## src/rtl/normalizer_pkg.sv

```systemverilog
// Shared types and width helpers for the coefficient normalizers.
package normalizer_pkg;

    typedef enum logic {
        IDLE = 1'b0,
        RUN  = 1'b1
    } state_t;

    // Width of a carry out of one step: the coefficient plus the previous
    // carry fits in BIT_LEN+1 bits, and WORD_LEN of those bits leave as the limb.
    function automatic int carry_len(input int bit_len, input int word_len);
        return bit_len - word_len + 1;
    endfunction

    // Index width, with a minimum of one bit so that a single-element build still has a port.
    function automatic int idx_len(input int n);
        return (n <= 1) ? 1 : $clog2(n);
    endfunction

endpackage

```

## src/rtl/normalize_step.sv

```systemverilog
// One carry-propagate step: coefficient + incoming carry, split into limb and carry.
module normalize_step
    import normalizer_pkg::*;
#(
    parameter int BIT_LEN   = 16,
    parameter int WORD_LEN  = 8,
    parameter int CARRY_LEN = carry_len(BIT_LEN, WORD_LEN)
) (
    input  logic [BIT_LEN-1:0]   term,
    input  logic [CARRY_LEN-1:0] carry_in,
    output logic [WORD_LEN-1:0]  limb,
    output logic [CARRY_LEN-1:0] carry_out
);

    logic [BIT_LEN:0] acc;

    // Carry is narrower than the term, so the BIT_LEN+1 wide sum cannot overflow.
    assign acc       = {1'b0, term} + {{WORD_LEN{1'b0}}, carry_in};
    assign limb      = acc[WORD_LEN-1:0];
    assign carry_out = acc[BIT_LEN:WORD_LEN];

endmodule

```

## src/rtl/coeff_normalizer_seq.sv

```systemverilog
// Limb-serial carry-propagate normalizer for redundant-form coefficient vectors.
//
//   state | meaning
//   IDLE  | waiting for a vector; in_ready high
//   RUN   | presenting limb idx; advances on each out_ready handshake
module coeff_normalizer_seq
    import normalizer_pkg::*;
#(
    parameter int NUM_ELEMENTS = 9,
    parameter int BIT_LEN      = 16,
    parameter int WORD_LEN     = 8,
    localparam int CARRY_LEN   = carry_len(BIT_LEN, WORD_LEN),
    localparam int IDX_LEN     = idx_len(NUM_ELEMENTS)
) (
    input  logic                 clk,
    input  logic                 reset,
    input  logic                 in_valid,
    output logic                 in_ready,
    input  logic [BIT_LEN-1:0]   terms [NUM_ELEMENTS],
    output logic                 out_valid,
    input  logic                 out_ready,
    output logic [WORD_LEN-1:0]  out_limb,
    output logic [IDX_LEN-1:0]   out_idx,
    output logic                 out_last,
    output logic [CARRY_LEN-1:0] out_carry
);

    state_t               state, state_n;
    logic [IDX_LEN-1:0]   idx;
    logic [CARRY_LEN-1:0] carry_q;
    logic [BIT_LEN-1:0]   term_q [NUM_ELEMENTS];

    logic [BIT_LEN-1:0]   cur_term;
    logic [WORD_LEN-1:0]  step_limb;
    logic [CARRY_LEN-1:0] step_carry;
    logic                 is_last;
    logic                 accept;
    logic                 advance;

    // Select the coefficient for the current limb; explicit compare keeps the
    // unused index codes (idx beyond NUM_ELEMENTS-1) well defined.
    always_comb begin
        cur_term = '0;
        for (int i = 0; i < NUM_ELEMENTS; i++) begin
            if (idx == IDX_LEN'(i)) begin
                cur_term = term_q[i];
            end
        end
    end

    normalize_step #(
        .BIT_LEN   (BIT_LEN),
        .WORD_LEN  (WORD_LEN),
        .CARRY_LEN (CARRY_LEN)
    ) u_step (
        .term      (cur_term),
        .carry_in  (carry_q),
        .limb      (step_limb),
        .carry_out (step_carry)
    );

    assign is_last = (idx == IDX_LEN'(NUM_ELEMENTS - 1));

    // Next state and handshake outputs; reset forces every output quiet in the same cycle.
    always_comb begin
        state_n   = state;
        in_ready  = 1'b0;
        out_valid = 1'b0;
        out_limb  = '0;
        out_idx   = '0;
        out_last  = 1'b0;
        out_carry = '0;
        accept    = 1'b0;
        advance   = 1'b0;
        if (!reset) begin
            case (state)
                IDLE: begin
                    in_ready = 1'b1;
                    accept   = in_valid;
                    if (in_valid) begin
                        state_n = RUN;
                    end
                end
                RUN: begin
                    out_valid = 1'b1;
                    out_limb  = step_limb;
                    out_idx   = idx;
                    out_last  = is_last;
                    out_carry = is_last ? step_carry : '0;
                    advance   = out_ready;
                    if (out_ready && is_last) begin
                        state_n = IDLE;
                    end
                end
                default: state_n = IDLE;
            endcase
        end
    end

    // State register, limb index, running carry and captured coefficients.
    always_ff @(posedge clk) begin
        if (reset) begin
            state   <= IDLE;
            idx     <= '0;
            carry_q <= '0;
            for (int i = 0; i < NUM_ELEMENTS; i++) begin
                term_q[i] <= '0;
            end
        end else begin
            state <= state_n;
            if (accept) begin
                idx     <= '0;
                carry_q <= '0;
                for (int i = 0; i < NUM_ELEMENTS; i++) begin
                    term_q[i] <= terms[i];
                end
            end else if (advance) begin
                if (is_last) begin
                    idx     <= '0;
                    carry_q <= '0;
                end else begin
                    idx     <= idx + IDX_LEN'(1);
                    carry_q <= step_carry;
                end
            end
        end
    end

endmodule

```

## config.mk

```make
export PLATFORM = sky130hd
export DESIGN_NAME = coeff_normalizer_seq
export DESIGN_NICKNAME = d
export VERILOG_FILES = /design/src/rtl/normalizer_pkg.sv /design/src/rtl/normalize_step.sv /design/src/rtl/coeff_normalizer_seq.sv
export SDC_FILE = /design/constraint.sdc
export NUM_CORES = 1
export LEC_CHECK = 0
export BUFFER_PORTS_ARGS = -buffer_cell sky130_fd_sc_hd__buf_2
export CAP_MARGIN = 20
export CORE_UTILIZATION = 32
export CTS_CLUSTER_DIAMETER = 60
export DETAILED_ROUTE_END_ITERATION = 8
export GPL_TIMING_DRIVEN = 1
export PLACE_DENSITY_LB_ADDON = 0.25
export SETUP_SLACK_MARGIN = 0.5
export SYNTH_ARGS = -nofsm -noshare
export SYNTH_HDL_FRONTEND = slang
export SYNTH_SLANG_ARGS = --single-unit
```

## constraint.sdc

```tcl
create_clock -name clk -period 6.1 [get_ports clk]
set_clock_uncertainty 0.05 [all_clocks]
set_input_delay 0.61 -clock clk [delete_from_list [all_inputs] [get_ports clk]]
set_output_delay 0.61 -clock clk [all_outputs]
set_load 0.02 [all_outputs]
```

==> impl_metrics.toml, run 1 <==
[run_status]
status = "finished, final reports clean"

[logic_synthesis]
yosys.area.top_type = "edfxtp_1"
synth_compound_area_share_pct = 13.2
synth_top_family_by_area = "simple AND/OR/NAND/NOR gates"
synth_common_cells = "and2_1, edfxtp_1, a21oi_1, nor2_1, clkbuf_1"
syn_area_um2 = 7820
yosys.area_share.xor_xnor_pct = 1.34
synthMuxAreaShare_pct = 0
synth_top_area_share_pct = 55.3
synth.avg_cell_area_um2 = 11.4
synth_flop_cell = "edfxtp_1"
synth_edf_count = 144
yosys.area_share.simple_pct = 21.0
synth_fa_ha_area_share_pct = 2.50
synthCells = 684
ys_seq_area_share_pct = 58.9
synth_warnings = 0
ys_ff_latch = 158
synth.top_cells.by_area = "edfxtp_1, and2_1, dfxtp_1"
ys_types = 66
synth_nets = 847
post-synth-top-count-cell = "and2_1"
async_reset_ff_share_pct = 0

[die]
fp-row-count = 56
start_util_pct = 32.9
fp.coreArea_um2 = 23800
ios = 172
die_w_um = 158
die_h_um = 158
dieArea_um2 = 25100

[worst_setup_path]
startpoint_type = "flop"
regToRegSetupSlack_ns = 1.80
crit_type = "reg -> out"
cp_max_fo = 9
cp.arrival_ns = 4.62
end_kind = "output pin"
critical_path_required_ns = 5.44

[cts]
cts_tree = "built"
cts_buffers = 17
cts-root-buf = "clkbuf_16"
clockBufferDepth = 2
htree_levels = 4
clock_latency_ns = 0.43
clk_pin_slew_ns = 0.07
cts.sinks = 158
cts_hold_buf = 0

[routing]
firstDrtPassIters = 8
final_antenna_net_count = 0
route.detailed.drc = 0
detail_route.wl_per_cell_um = 17.9
drt_iter0_markers = 356
vias_per_cell = 4.86
vias = 5737
drt-total-wl_mm = 21.2

[final_layout]
drive_above_1_share_pct = 27.6
diodes = 0
area_growth_pct = 23.4
nets = 1012

[global_routing]
antenna_found_initial = 0
grt_use_total_pct = 17.3
grt_pass1_vias = 5569
gr-total-overflow = 0
grt_pass1_wl_mm = 31.2
grt_max_degree = 134

[power_and_ir_drop]
finalPower_w = 0.00261
p_per_area_nw_per_um2 = 270
irDropWorstVdd_v = 0.000146
p_leak_nw = 3.95

[timing]
fin_setup_tns_ns = 0
fmax_ghz = 0.190
fin_crit_ns = 5.28
fin_crit_sh_pct = 86.5
worst_pin_slew_ns = 1.05
slew_headroom_pct = 29.7
hold_viol = 0
setup_violations = 0
rsz0062_at_grt = "no"
finalMaxSlewViolations = 0

[min_path]
hold_path_class = "in -> reg"

[placed_design]
io_buffers = 171
gp_congestion = 0.942
dp_hpwl_mm = 15.5

[run]
maxCapViolCount = 0
## stage by stage
stage	hold slack, ns	setup WS, ns	utilization (%)	cell area (um2)	instances
detailed placement	0.422	0.946	37.8	8980	1141
global placement	0.424	1.15	37.8	8980	1141
floorplan	0.382	1.39	-	7820	684
finish	0.398	0.824	40.7	9660	1181
global route	0.394	0.493	40.7	9660	1181
CTS	0.391	0.668	40.3	9570	1173
## sequential cells by signal, summed over array words and instances, names as in the netlist
signal   flops
carry_q      9
term_q     144
state        1
idx          4
## layout by cell type, fill, tap and decap left out, types with 17 or more instances in the layout
cell type  instances
buf_2            171
and2_1           152
edfxtp_1         144
a21oi_1           46
nor2_1            44
nand2_1           29
a221oi_1          17
o21ai_0           17
clkbuf_16         17
## cells by family (layout without fill, tap and decap cells)
| logic type | Yosys count | after routing |
|---|---|---|
| XOR/XNOR | 12 | 12 |
| buffers and inverters | 57 | 235 |
| flip-flops | 158 | 158 |
| AO/OA/AOI/OAI | 148 | 148 |
| adder cells (fa/ha/maj) | 15 | 15 |
| AND/OR/NAND/NOR | 294 | 294 |
## path summary, 6_finish.rpt
| kind | from | end | cells past startpoint |
|---|---|---|---|
| worst min register to register | carry_q[6] | carry_q[6] | 2 |
| worst min-delay path | terms[135] | term_q[0][7] | 2 |
| worst max-delay path | idx[1] | out_carry[8] | 20 |
| worst max register to register | idx[1] | carry_q[6] | 19 |
## report_power, final
group	switching, W	internal [W]
registers	0.0000334	0.00128
clock network	0.000465	0.000578
logic	0.000144	0.000106
total	0.000643	0.00197
## timing repair
item / in CTS / in global routing
setup endpoints to repair: 2 / 6
resized for setup: 1 / 12
hold endpoints to repair: 0 / 0
buffers inserted: 0 / 8
pin swaps: 0 / 1
## worst max-delay path: stages (launching register included)
cell and delay [ns]:
dfxtp_1 0.40, inv_1 0.11, ha_1 0.25, nor2b_4 0.24, buf_4 0.15, buf_4 0.16, a221oi_1 0.09, o31ai_1 0.26
a22oi_1 0.13, a21oi_1 0.17, a211o_1 0.15, o221ai_1 0.14, fa_1 0.44, nor2b_2 0.17, o31ai_1 0.11, a21oi_1 0.24
a21o_1 0.20, and4_1 0.26, and3_1 0.20, and3_1 0.15, buf_2 0.15
## layer usage
layer / wire length (um) / up-vias / global-route usage [%]
li1: - / 2829 / -
met1: 9710 / 2686 / 23.0
met2: 9830 / 185 / 27.1
met3: 1060 / 37 / 3.76
met4: 580 / 0 / 7.33
met5: 0 / - / 0
## cell type report
cell class,instances,area (um2)
Fill cell,2330,14100
Clock buffer,18,429
Timing Repair Buffer,189,1000
Sequential cell,158,4600
Inverter,14,56.3
Tap cell,319,399
Multi-Input combinational cell,469,3010
Clock inverter,14,151
No activity file was read; power rests on OpenSTA's default activity.
==> run 2, diff against run 1 <==
--- a/config.mk
+++ b/config.mk
@@ -5,7 +5,7 @@
 export SDC_FILE = /design/constraint.sdc
 export NUM_CORES = 1
 export LEC_CHECK = 0
-export BUFFER_PORTS_ARGS = -buffer_cell sky130_fd_sc_hd__buf_2
+export BUFFER_PORTS_ARGS = -buffer_cell sky130_fd_sc_hd__clkbuf_2
 export CAP_MARGIN = 20
 export CORE_UTILIZATION = 32
 export CTS_CLUSTER_DIAMETER = 60
==> impl_metrics.toml, run 2 (same netlist as run 1, synthesis figures left out) <==
[final_layout]
nets = 1011
top_regs = "term_q (144), carry_q (9), idx (4)"
layout_commonest_cell = "clkbuf_2"
final_area_um2 = 9680
area_growth_pct = 23.8
drive_above_1_share_pct = 27.6
largest-register = "term_q"
largest_register_ff_count = 144
n_fill_cell = 2374
final_cell_mix = "clkbuf_2, and2_1, edfxtp_1"
diodes = 0

[die]
fp.coreArea_um2 = 23800
ios = 172
start_util_pct = 32.9
die_w_um = 158
dieArea_um2 = 25100
fp-row-count = 56
die_h_um = 158

[worst_setup_path]
max_stage_delay_ns = 0.42
crit_type = "reg -> out"
cp.arrival_ns = 4.65
end_kind = "output pin"
worstReg2RegStart = "idx[0]"
critPathSlowestCell = "dfxtp_1"
critical_path_required_ns = 5.44
cp_max_fo = 11
crit_start = "idx[0]"
startpoint_type = "flop"
crit_top_cell = "a21oi_1"
crit_chain = "inv_1, ha_1, clkinvlp_4, buf_4, nor2_1, nor3_1, a21oi_1, o311ai_0, o211ai_1, a21oi_1, ha_1, nor2b_1, o31ai_1, a21oi_1, a21o_1, and4_1, and3_1, and3_1, clkbuf_2"
reg2reg_depth = 18

[cts]
htree_levels = 4
cts_hold_buf = 0
clockBufferDepth = 2
cts_buffers = 17
cts-root-buf = "clkbuf_16"
clock_latency_ns = 0.44
cts_tree = "built"
clk_pin_slew_ns = 0.08
cts.sinks = 158

[run_status]
status = "finished, final reports clean"

[placed_design]
dp_hpwl_mm = 15.4
placed_cell_area_um2 = 9000
io_buffers = 171
gp_congestion = 0.854

[timing]
slew_headroom_pct = 29.8
fin_crit_ns = 5.31
worst_pin_slew_ns = 1.05
rsz0062_at_grt = "no"
setup_violations = 0
hold_viol = 0
finalMaxSlewViolations = 0
fin_crit_sh_pct = 87.0
fin_setup_tns_ns = 0
fmax_ghz = 0.188

[power_and_ir_drop]
finalPower_w = 0.00267
p_leak_nw = 3.98
p_per_area_nw_per_um2 = 275
irDropWorstVdd_v = 0.000120

[routing]
drt_iter0_markers = 408
drt-total-wl_mm = 21.4
vias = 5767
vias_per_cell = 4.89
route.detailed.drc = 0
firstDrtPassIters = 4
final_antenna_net_count = 0
detail_route.wl_per_cell_um = 18.1

[global_routing]
grt_max_degree = 134
grt_pass1_wl_mm = 32.2
gr-total-overflow = 0
antenna_found_initial = 0
grt_use_total_pct = 17.8
grt_pass1_vias = 5616

[min_path]
min_path_cells = 2
min_from = "terms[116]"
hold_path_class = "in -> reg"

[run]
maxCapViolCount = 0
==> run 2: changes by cell type in the layout (fill, tap and decap cells not counted), moves of 2 or more <==
cell | previous run | this run
buf_2 | 171 | 0
clkbuf_2 | 0 | 171
inv_8 | 3 | 6
buf_4 | 16 | 14
clkinvlp_4 | 3 | 1
==> run 2: worst max-delay path, delay by kind of cell (launching register included) <==
| kind | cells | cell delay, ns |
|---|---|---|
| DFF | 1 | 0.42 |
| adders and majority gates | 2 | 0.57 |
| buffers and inverters | 4 | 0.59 |
| and+or+nand+nor | 6 | 1.02 |
| AOI/OAI and AO/OA | 7 | 1.61 |
==> run 2: area by class of cell <==
class	instances	area (um2)	area share (%)
sequential	158	4600	47.6
multi-input combinational	469	3010	31.1
timing repair buffer	188	1000	10.4
clock buffer	17	425	4.39
tap	319	399	4.12
clock inverter	15	183	1.89
inverter	14	56.3	0.581
==> run 2: timing repair <==
action                     4_1_cts  5_1_grt
setup buffers                    0        7
setup endpoints to repair        2        5
gates resized for setup          1        9
pin swaps                        0        0
==> run 2: final timing paths <==
| check | to | slack [ns] |
|---|---|---|
| hold / removal | term_q[0][20] | 0.39 |
| hold reg to reg | carry_q[2] | 0.45 |
| setup reg to reg | carry_q[8] | 1.82 |
| setup / recovery | out_carry[8] | 0.79 |
==> run 2: stage by stage <==
stage	cells	hold slack [ns]	utilization, %	worst slack [ns]
2_1_floorplan	684	0.382	-	1.39
3_3_place_gp	1141	0.409	37.9	1.09
3_5_place_dp	1141	0.418	37.9	0.939
4_1_cts	1173	0.377	40.4	0.632
5_1_grt	1180	0.379	40.8	0.525
6_report	1180	0.392	40.8	0.792
==> run 2: per-layer routing <==
layer	track usage, %	up-vias	wire, um
met5	0	-	0
met4	4.49	0	184
met3	3.70	12	1080
met2	29.2	184	10500
met1	23.9	2741	9610
li1	-	2830	-
==> run 2: power breakdown <==
part	switching (W)	internal, W	leakage (nW)
Clock	0.000509	0.000592	0.300
Combinational	0.000145	0.000107	2.01
Sequential	0.0000324	0.00128	1.67
==> run 3, diff against run 2 <==
--- a/config.mk
+++ b/config.mk
@@ -7,10 +7,12 @@
 export LEC_CHECK = 0
 export BUFFER_PORTS_ARGS = -buffer_cell sky130_fd_sc_hd__clkbuf_2
 export CAP_MARGIN = 20
+export CORE_ASPECT_RATIO = 1.25
 export CORE_UTILIZATION = 32
 export CTS_CLUSTER_DIAMETER = 60
 export DETAILED_ROUTE_END_ITERATION = 8
 export GPL_TIMING_DRIVEN = 1
+export HOLD_SLACK_MARGIN = 0.12
 export PLACE_DENSITY_LB_ADDON = 0.25
 export SETUP_SLACK_MARGIN = 0.5
 export SYNTH_ARGS = -nofsm -noshare
==> impl_metrics.toml, run 3 (same netlist as run 1, synthesis figures left out) <==
[run_status]
status = "finished, final reports clean"

[power_and_ir_drop]
p_per_area_nw_per_um2 = 273
irDropWorstVdd_v = 0.000157
p_leak_nw = 3.95

[die]
start_util_pct = 32.8
die_h_um = 177
fp.coreArea_um2 = 23900
die_w_um = 142
ios = 172
fp-row-count = 63
dieArea_um2 = 25100

[worst_setup_path]
cp_max_fo = 29
critical_path_required_ns = 5.44
max_stage_delay_ns = 0.41
crit_chain = "inv_1, ha_1, buf_4, a221oi_1, nor3_1, a21oi_1, o311ai_0, o211ai_1, a21oi_1, ha_1, inv_1, fa_1, nor2b_1, o31ai_1, a21oi_1, a21o_1, and4_1, and3_1, and3_1, clkbuf_2"
worstReg2RegEnd = "carry_q[6]"
regToRegSetupSlack_ns = 1.76
end_kind = "output pin"
crit_type = "reg -> out"
cp_top_family = "compound AO/OA/AOI/OAI gates"
cp.arrival_ns = 4.63
startpoint_type = "flop"
crit_top_cell = "a21oi_1"
critPathBufInv = 4
critPathSlowestCell = "o311ai_0"
reg2reg_depth = 19
worstReg2RegStart = "idx[0]"

[timing]
fin_crit_sh_pct = 86.8
hold_viol = 0
worst_pin_slew_ns = 1.07
setup_ws_ns = 0.808
fmax_ghz = 0.189
setup_violations = 0
rsz0062_at_grt = "yes"
hold_ws_ns = 0.408
slew_headroom_pct = 28.5
fin_crit_ns = 5.29
fin_setup_tns_ns = 0
finalMaxSlewViolations = 0

[run]
maxCapViolCount = 0

[final_layout]
fin_util_pct = 40.3
nets = 1007
largest-register = "term_q"
diodes = 0
area_growth_pct = 23.1
n_fill_cell = 2375
layout_commonest_cell = "clkbuf_2"
final_cell_mix = "clkbuf_2, and2_1, edfxtp_1"
drive_above_1_share_pct = 27.0
largest_register_ff_count = 144
top_regs = "term_q (144), carry_q (9), idx (4)"
fin_cells = 1182

[routing]
vias_per_cell = 4.79
drt-total-wl_mm = 20.5
firstDrtPassIters = 5
detail_route.wl_per_cell_um = 17.3
route.detailed.drc = 0
drt_iter0_markers = 439
vias = 5660
final_antenna_net_count = 0

[cts]
cts_tree = "built"
cts.sinks = 158
clockBufferDepth = 2
htree_levels = 4
cts_buffers = 17
cts-root-buf = "clkbuf_16"
clock_latency_ns = 0.43
clk_pin_slew_ns = 0.07

[placed_design]
gp_congestion = 0.852
dp.cells = 1146
io_buffers = 171
dp_slack_ns = 1.07
dp_hpwl_mm = 15.4

[min_path]
min_from = "terms[100]"
min_path_cells = 2
hold_path_class = "in -> reg"
hold_path_end = "term_q[0][36]"

[global_routing]
grt_use_total_pct = 16.7
grt_pass1_vias = 5521
grt_pass1_wl_mm = 30.8
grt_max_degree = 82
antenna_found_initial = 0
gr-total-overflow = 0
[run 3: changes by cell type in the layout (fill, tap and decap cells not counted), moves of 2 or more]
cell,change
o311ai_0,+2
buf_4,-3
inv_8,-5
o311ai_1,-2
inv_6,+2
clkinv_2,+2
clkinv_8,-2
[run 3: worst max-delay path by stage]
stage,to,depth (start not counted),from,slack [ns]
after floorplan,out_carry[6],21,idx[1],1.39
after global placement,out_carry[8],19,idx[1],1.13
after detailed placement,out_carry[8],20,idx[1],1.07
after CTS,out_carry[8],20,idx[1],0.58
after global routing,out_carry[7],18,idx[0],0.48
final,out_carry[8],20,idx[0],0.81
[run 3: cell type report]
type | instances | area (um2) | area share (%)
tap | 325 | 407 | 4.22
clock inverter | 14 | 154 | 1.60
timing repair buffer | 184 | 970 | 10.1
inverter | 14 | 56.3 | 0.585
multi-input combinational | 469 | 3010 | 31.3
sequential | 158 | 4600 | 47.8
clock buffer | 18 | 429 | 4.46
[run 3: worst reg2reg max path: stages (launching register included)]
cell      delay, ns
dfxtp_1        0.36
inv_1          0.15
ha_1           0.24
buf_4          0.32
a221oi_1       0.10
nor3_1         0.15
a21oi_1        0.05
o311ai_0       0.41
o211ai_1       0.17
a21oi_1        0.17
ha_1           0.18
inv_1          0.05
fa_1           0.38
nor2b_1        0.21
o31ai_1        0.12
a21oi_1        0.21
a21o_1         0.19
nand4_2        0.14
or4_1          0.53
nand3_1        0.10
[run 3: per-layer routing]
layer	up-vias	GRT usage [%]	share of wire, %
met1	2678	22.0	45
li1	2820	-	-
met3	14	2.62	3.6
met2	148	28.0	50
met5	-	0	0
met4	0	5.38	1.1
[run 3: power breakdown]
group,leakage [nW],switching [W],internal [W]
sequential,1.67,0.0000358,0.00128
combinational,1.99,0.000143,0.000106
clock,0.286,0.000452,0.000611
[run 3: per-stage QoR]
step                      cell area [um2]  total power, W
after floorplan                      7820         0.00147
final                                9630         0.00263
after global routing                 9630         0.00273
after CTS                            9570         0.00265
after global placement               8980         0.00159
after detailed placement             8980         0.00159
[run 3: timing repair]
action,in CTS,in global routing
setup buffers,0,3
endpoints found under the setup margin,0,8
hold buffers,0,0
resized for setup,0,6
